<file path="src/rtl/riscv_mc_pkg.sv">
// Shared definitions for the multicycle RISC-V controller slice:
// branch func3 codes, memory-port FSM states and access kinds.
package riscv_mc_pkg;

  localparam logic [2:0] F3_BEQ = 3'b000;
  localparam logic [2:0] F3_BNE = 3'b001;
  localparam logic [2:0] F3_BLT = 3'b100;
  localparam logic [2:0] F3_BGE = 3'b101;

  typedef enum logic {
    IDLE,
    WAIT
  } mem_state_e;

  typedef enum logic {
    FETCH,
    DATA
  } access_kind_e;

endpackage

</file>
<file path="src/rtl/mem_fetch_unit_branch_cond.sv">
// Combinational branch-condition decoder: func3/zero/neg -> taken.
module branch_cond
  import riscv_mc_pkg::*;
(
  input  logic [2:0] func3,
  input  logic       zero,
  input  logic       neg,
  output logic       taken
);

  always_comb begin
    taken = 1'b0;
    unique case (func3)
      F3_BEQ:  taken = zero;
      F3_BNE:  taken = ~zero;
      F3_BLT:  taken = neg;
      F3_BGE:  taken = ~neg;
      default: taken = 1'b0;
    endcase
  end

endmodule

</file>
<file path="src/rtl/mem_fetch_unit.sv">
// PC/OldPC/IR/MDR owner and unified-memory port with req/ack wait states.
// Optional performance counters are built when MEM_PERF_CNT_EN is defined.
module mem_fetch_unit
  import riscv_mc_pkg::*;
#(
  parameter int unsigned           ADDR_W   = 32,
  parameter int unsigned           DATA_W   = 32,
  parameter logic [ADDR_W-1:0]     RESET_PC = '0
) (
  input  logic              clk,
  input  logic              rst,
  input  logic              PCUpdate,
  input  logic              branch,
  input  logic [2:0]        func3,
  input  logic              zero,
  input  logic              neg,
  input  logic              IRWrite,
  input  logic              AdrSrc,
  input  logic              MemWrite,
  input  logic [ADDR_W-1:0] result,
  input  logic [DATA_W-1:0] wdata,
  output logic              mem_req,
  output logic              mem_we,
  output logic [ADDR_W-1:0] mem_addr,
  output logic [DATA_W-1:0] mem_wdata,
  input  logic              mem_ack,
  input  logic [DATA_W-1:0] mem_rdata,
  output logic [ADDR_W-1:0] pc,
  output logic [ADDR_W-1:0] old_pc,
  output logic [DATA_W-1:0] instr,
  output logic [DATA_W-1:0] mdr,
  output logic              busy,
  output logic [31:0]       fetch_cnt,
  output logic [31:0]       stall_cnt
);

  mem_state_e        state_q, state_d;
  access_kind_e      kind_q, kind_d;
  logic [ADDR_W-1:0] addr_q, addr_d;
  logic [DATA_W-1:0] wdata_q, wdata_d;
  logic              we_q, we_d;
  logic [ADDR_W-1:0] pc_q, old_pc_q;
  logic [DATA_W-1:0] instr_q, mdr_q;
  logic              taken, req, complete;

  branch_cond u_branch_cond (
    .func3 (func3),
    .zero  (zero),
    .neg   (neg),
    .taken (taken)
  );

  // In IDLE the port is driven straight from the request inputs; in WAIT
  // only the latched copy is visible, so inputs may change freely.
  always_comb begin
    state_d = state_q;
    kind_d  = kind_q;
    addr_d  = addr_q;
    wdata_d = wdata_q;
    we_d    = we_q;
    req     = 1'b0;
    unique case (state_q)
      IDLE: begin
        req     = IRWrite | AdrSrc;
        wdata_d = wdata;
        if (IRWrite) begin
          kind_d = FETCH;
          addr_d = pc_q;
          we_d   = 1'b0;
        end else begin
          kind_d = DATA;
          addr_d = result;
          we_d   = AdrSrc & MemWrite;
        end
        if (req && !mem_ack) state_d = WAIT;
      end
      WAIT: begin
        req = 1'b1;
        if (mem_ack) state_d = IDLE;
      end
      default: state_d = IDLE;
    endcase
  end

  assign mem_req   = req;
  assign mem_we    = we_d;
  assign mem_addr  = addr_d;
  assign mem_wdata = wdata_d;
  assign busy      = req & ~mem_ack;
  assign complete  = req & mem_ack;

  always_ff @(posedge clk) begin
    if (rst) begin
      state_q  <= IDLE;
      kind_q   <= FETCH;
      addr_q   <= '0;
      wdata_q  <= '0;
      we_q     <= 1'b0;
      pc_q     <= RESET_PC;
      old_pc_q <= '0;
      instr_q  <= '0;
      mdr_q    <= '0;
    end else begin
      state_q <= state_d;
      kind_q  <= kind_d;
      addr_q  <= addr_d;
      wdata_q <= wdata_d;
      we_q    <= we_d;
      if (complete && kind_d == FETCH) begin
        instr_q  <= mem_rdata;
        old_pc_q <= pc_q;
      end
      if (complete && kind_d == DATA && !we_d) mdr_q <= mem_rdata;
      if ((PCUpdate && !busy) || (branch && taken)) pc_q <= result;
    end
  end

  assign pc     = pc_q;
  assign old_pc = old_pc_q;
  assign instr  = instr_q;
  assign mdr    = mdr_q;

`ifdef MEM_PERF_CNT_EN
  logic [31:0] fetch_cnt_q, stall_cnt_q;

  always_ff @(posedge clk) begin
    if (rst) begin
      fetch_cnt_q <= '0;
      stall_cnt_q <= '0;
    end else begin
      if (complete && kind_d == FETCH) fetch_cnt_q <= fetch_cnt_q + 32'd1;
      if (busy) stall_cnt_q <= stall_cnt_q + 32'd1;
    end
  end

  assign fetch_cnt = fetch_cnt_q;
  assign stall_cnt = stall_cnt_q;
`else
  assign fetch_cnt = '0;
  assign stall_cnt = '0;
`endif

endmodule

</file>
<file path="config.mk">
export PLATFORM = sky130hd
export DESIGN_NAME = mem_fetch_unit
export DESIGN_NICKNAME = d
export VERILOG_FILES = /design/src/rtl/riscv_mc_pkg.sv /design/src/rtl/mem_fetch_unit_branch_cond.sv /design/src/rtl/mem_fetch_unit.sv
export SDC_FILE = /design/constraint.sdc
export NUM_CORES = 1
export LEC_CHECK = 0
export CAP_MARGIN = 20
export CORE_MARGIN = 10
export CORE_UTILIZATION = 43
export DETAILED_ROUTE_END_ITERATION = 10
export GPL_ROUTABILITY_DRIVEN = 0
export GPL_TIMING_DRIVEN = 1
export HOLD_SLACK_MARGIN = 0.12
export MAX_ROUTING_LAYER = met4
export PLACE_DENSITY_LB_ADDON = 0.12
export SLEW_MARGIN = 20
export SYNTH_ARGS = -nofsm -noshare
export SYNTH_HDL_FRONTEND = slang
export SYNTH_HIERARCHICAL = 1
export SYNTH_SLANG_ARGS = --single-unit
</file>
<file path="constraint.sdc">
create_clock -name clk -period 2.9 [get_ports clk]
set_input_delay 0.87 -clock clk [delete_from_list [all_inputs] [get_ports clk]]
set_output_delay 0.87 -clock clk [all_outputs]
set_load 0.01 [all_outputs]
</file>
# Word level (Yosys, flattened, before mapping)
# Index checks and enable logic that the tools add are counted.
dict set report word_totals {
  ff_bits 195
  input_bits 109
  out_inout_bits 259
  word_cells 44
}
dict set report op_classes {
  reduce_logical 11
  n_bitwise 9
  n_eq_ne 3
  n_mux 12
}
# operator n
set ops {}
lappend ops {{two-way mux 32 bit} 3}
lappend ops {{equality test 3 bit (second input constant)} 2}
lappend ops {{logical AND 1 bit} 6}
lappend ops {{two-way mux 1 bit} 6}
lappend ops {{inverter 1 bit} 5}
lappend ops {{case mux 1 bit (2 select lines)} 2}
lappend ops {{case mux 1 bit (4 select lines)} 1}
lappend ops {{bitwise AND 1 bit} 3}
lappend ops {{equality test 3 x 1 -> 1 bit (second input constant)} 1}
lappend ops {{logical NOT 1 bit} 3}
lappend ops {{logical NOT 3 bit} 1}
lappend ops {{logical OR 1 bit} 1}
lappend ops {{bitwise OR 1 bit} 1}

# Depth between registers and ports, before layout
# Gate-level depths: netlist of run 1.
dict set report depth {
  depth_word 6
  mapped_depth 6
  depth_no_buf 5
}

# Cells and area by module
# Netlist of run 1, hierarchy kept.
# module instances cells_per_inst area_per_inst_um2
set modules_own_cells {}
lappend modules_own_cells {mem_fetch_unit 1 946 8902.3}
lappend modules_own_cells {branch_cond 1 4 31.3}

# Worst setup path after synthesis of run 1
# OpenSTA, ideal clock, no wires.
dict set report synth_timing {
  path_kind {input-to-output}
  startpoint {input IRWrite}
  endpoint {output mem_we}
  setup_slack_ns 0.372
  t_required_ns 2.030
  stages 4
  arrival_time_ns 1.658
  cell_sequence {buf_6 buf_2 nand3b_1 o21ai_0}
}
dict set report synth_via {
  elab_chain_len 2
}
# element line_no
set synth_rtl {}
lappend synth_rtl {{start, declared} mem_fetch_unit.sv:17} ;# input logic IRWrite,
lappend synth_rtl {{two-way mux 1 bit} mem_fetch_unit.sv:66} ;# if (IRWrite) begin
lappend synth_rtl {{two-way mux 1 bit} mem_fetch_unit.sv:62} ;# unique case (state_q)
lappend synth_rtl {{end, declared} mem_fetch_unit.sv:23} ;# output logic mem_we,
# No other way between the ends.

# Worst setup path in the final report of run 1
dict set report layout_timing {
  startpoint {input AdrSrc}
  endpoint {output busy}
}
dict set report layout_via {
  elab_chain_len 3
}
# element line_no
set layout_rtl {}
lappend layout_rtl {{start, declared} mem_fetch_unit.sv:18} ;# input logic AdrSrc,
lappend layout_rtl {{bitwise OR 1 bit} mem_fetch_unit.sv:64} ;# req = IRWrite | AdrSrc;
lappend layout_rtl {{case mux 1 bit (2 select lines)} mem_fetch_unit.sv:62}
lappend layout_rtl {{bitwise AND 1 bit} mem_fetch_unit.sv:89} ;# assign busy = req & ~mem_ack;
lappend layout_rtl {{end, declared} mem_fetch_unit.sv:32} ;# output logic busy,
# No other way between the ends.

==> results.sh, run 1 <==
export IMPL_drtAntennaViolNets=0
export IMPL_rows=52
export IMPL_nNetsFinal=1327
export IMPL_min_period_over_period_pct=97.5
export IMPL_insertion_delay_ns=0.42
export IMPL_initial_utilization_pct=43.9
export IMPL_max_slew_margin_pct=57.2
export IMPL_grt_max_degree=67
export IMPL_hold_path_startpoint="old_pc[2]"
export IMPL_clkTransAtPathRegs_ns=0.07
export IMPL_vias=7562
export IMPL_first_pass_iters=5
export IMPL_worstPathRequired_ns=2.03
export IMPL_cp_startpoint="AdrSrc"
export IMPL_grt_pass1_vias=7442
export IMPL_cts_made_buffers=17
export IMPL_min_path_type="reg -> reg"
export IMPL_p_leak_nw=5.15
export IMPL_clkSinkCount=195
export IMPL_synth_seq_cells=195
export IMPL_slew_viol_final=0
export IMPL_die_h_um=164
export IMPL_antenna_found_initial=1
export IMPL_drt_initial_drc_count=511
export IMPL_drt_total_wl_um=29000
export IMPL_final_common_cell="clkdlybuf4s50_1"
export IMPL_h_tree_depth=4
export IMPL_power_density_nw_per_um2=516
export IMPL_post_route_util_pct=62.6
export IMPL_holdPathStages=2
export IMPL_hold_viol=0
export IMPL_synth_cells=950
export IMPL_worst_setup_path_start_kind="primary input"
export IMPL_drc=0
export IMPL_coreArea_um2=20400
export IMPL_min_to="old_pc[2]"
export IMPL_endpoint_kind="output port"
export IMPL_wl_per_cell_um=19.3
export IMPL_dieWidth_um=164
export IMPL_ir_drop_uv=376
export IMPL_r2r_end="mdr[30]"
export IMPL_fin_crit_ns=2.83
export IMPL_ioPinCount=368
export IMPL_crit_fanout=3
export IMPL_final_cell_mix="clkdlybuf4s50_1 (233), dfxtp_1 (194), nand2b_1 (128)"
export IMPL_rsz0062_at_grt="no"
export IMPL_die_area_um2=26900
export IMPL_grt_pass1_wl_um=43600
export IMPL_tightest_slew_ns=0.641
export IMPL_cts_tree="yes"
export IMPL_overflow=0
export IMPL_yosysTopAreaCellShare_pct=43.7
export IMPL_final_layout_size_suffix_gt1_share_pct=9.59
export IMPL_fin_setup_tns_ns=0
export IMPL_yosysUniqueCellTypes=25
export IMPL_fmax_mhz=353
export IMPL_io_buffers=303
export IMPL_setup_viol=0
export IMPL_clockBufferDepth=2
export IMPL_yosysSeqAreaShare_pct=43.7
export IMPL_fin_hold_ws_ns=0.468
export IMPL_ctsHoldBuffers=0
export IMPL_yosysWarnings=6
export IMPL_r2r_start="state_q"
export IMPL_ff2ff_path_depth=5
export IMPL_synth_area_leaders="dfxtp_1 (44%), mux2i_1 (11%), nand2b_1 (9.0%)"
export IMPL_final_setup_skew_ns=0.00913
export IMPL_timing_worst_setup_path_type="in -> out"
export IMPL_synth_avg_cell_area_um2=9.40
export IMPL_outcome="finished, final reports clean"
export IMPL_ff2ff_setup_slack_ns=1.00
export IMPL_hpwl_um=20200
export IMPL_synth_area_um2=8930
export IMPL_syn2layout_area_growth_pct=42.7
export IMPL_via_per_inst=5.03
export IMPL_cp_arrival_ns=1.96
export IMPL_grt_total_usage_pct=21.0
export IMPL_cts_root_buf="clkbuf_16"
export IMPL_maxCapViolCount=0
export IMPL_synth_area_leader_cell="dfxtp_1"
stage by stage:
stage / total power [mW] / instance area, um^2 / setup WS [ns] / instances
6_report: 6.58 / 12700 / 0.0711 / 1502
5_1_grt: 6.86 / 12700 / 0.000583 / 1502
4_1_cts: 6.66 / 12700 / 0.00109 / 1501
3_5_place_dp: 4.25 / 12100 / -0.268 / 1462
3_3_place_gp: 4.24 / 12100 / -0.282 / 1462
2_1_floorplan: 3.61 / 9170 / 0.372 / 1013
cell type report:
class | instances | area [um^2]
sequential | 195 | 3910
fill | 1827 | 7620
inverter | 2 | 7.51
clock inverter | 11 | 153
multi-input combinational | 661 | 4420
clock buffer | 21 | 450
antenna | 1 | 2.50
tap | 270 | 338
timing repair buffer | 341 | 3470
registers in the layout, indices dropped and copies added (netlist names):
register,cells
we_q,1
wdata_q,32
kind_q,1
pc,32
mdr,32
addr_q,32
state_q,1
instr,32
old_pc,32
logic make-up (layout without fill, tap and decap cells):
kind of cell    after synthesis  in the layout  share of synthesized area, %
compound gates              165            165                          11.2
buf+inv                     157            375                          9.83
flops                       195            195                          43.7
mux                         130            130                          15.0
other cells                   1             65                        0.0420
simple gates                302            302                          20.2
synthesized netlist by cell type:
cell type and instances:
a21oi_1 66, a21oi_4 1, a22o_1 1, and2_1 1, buf_1 8, buf_2 15
buf_4 64, buf_6 4, clkbuf_1 64, conb_1 1, dfxtp_1 195, inv_1 2
mux2_2 33, mux2i_1 97, nand2_1 34, nand2b_1 128, nand3b_1 2, nand4_1 64
nor2_1 3, nor2b_1 66, nor3_1 2, o21ai_0 33, o31ai_1 64, or2_2 1
or4b_4 1
worst max-delay path by stage:
stage | endpoint | slack (ns) | cells after the start
floorplan | mem_we | 0.37 | 4
detailed placement | mem_addr[0] | -0.27 | 4
finish | busy | 0.07 | 5
global route | mem_addr[2] | 0.0006 | 4
global placement | mem_addr[0] | -0.28 | 4
CTS | mem_wdata[27] | 0.001 | 3
what timing repair did:
action | CTS | global route
resized for setup | 55 | 40
cloned | 0 | 0
setup endpoints to repair | 65 | 31
hold endpoints to repair | 0 | 0
pin swaps | 1 | 1
setup buffers | 7 | 0
routing by layer:
metal | GRT usage [%] | share of wire (%)
met1 | 25.1 | 42
met5 | - | 0
met4 | 4.59 | 0.71
met2 | 33.8 | 49
met3 | 6.83 | 8.4
critical path, stage by stage:
cell and delay, ns:
clkdlybuf4s50_1 0.51, nor3_2 0.06, buf_4 0.14, nor2_2 0.12
clkdlybuf4s15_2 0.25
power breakdown:
part | internal [mW] | total [mW] | leakage, nW | switching, mW
clock network | 1.39 | 2.44 | 0.290 | 1.04
logic | 0.634 | 1.23 | 3.26 | 0.598
registers | 2.82 | 2.91 | 1.60 | 0.0865
total | 4.85 | 6.58 | 5.15 | 1.73
Note: power is estimated with default switching activity, not from simulation.
==> run 2: changes to the inputs <==
--- a/config.mk
+++ b/config.mk
@@ -5,7 +5,6 @@
 export SDC_FILE = /design/constraint.sdc
 export NUM_CORES = 1
 export LEC_CHECK = 0
-export CAP_MARGIN = 20
 export CORE_MARGIN = 10
 export CORE_UTILIZATION = 43
 export DETAILED_ROUTE_END_ITERATION = 10
==> results of run 2 <==
No change in the layout: final DEF, timing and power equal those of run 1.
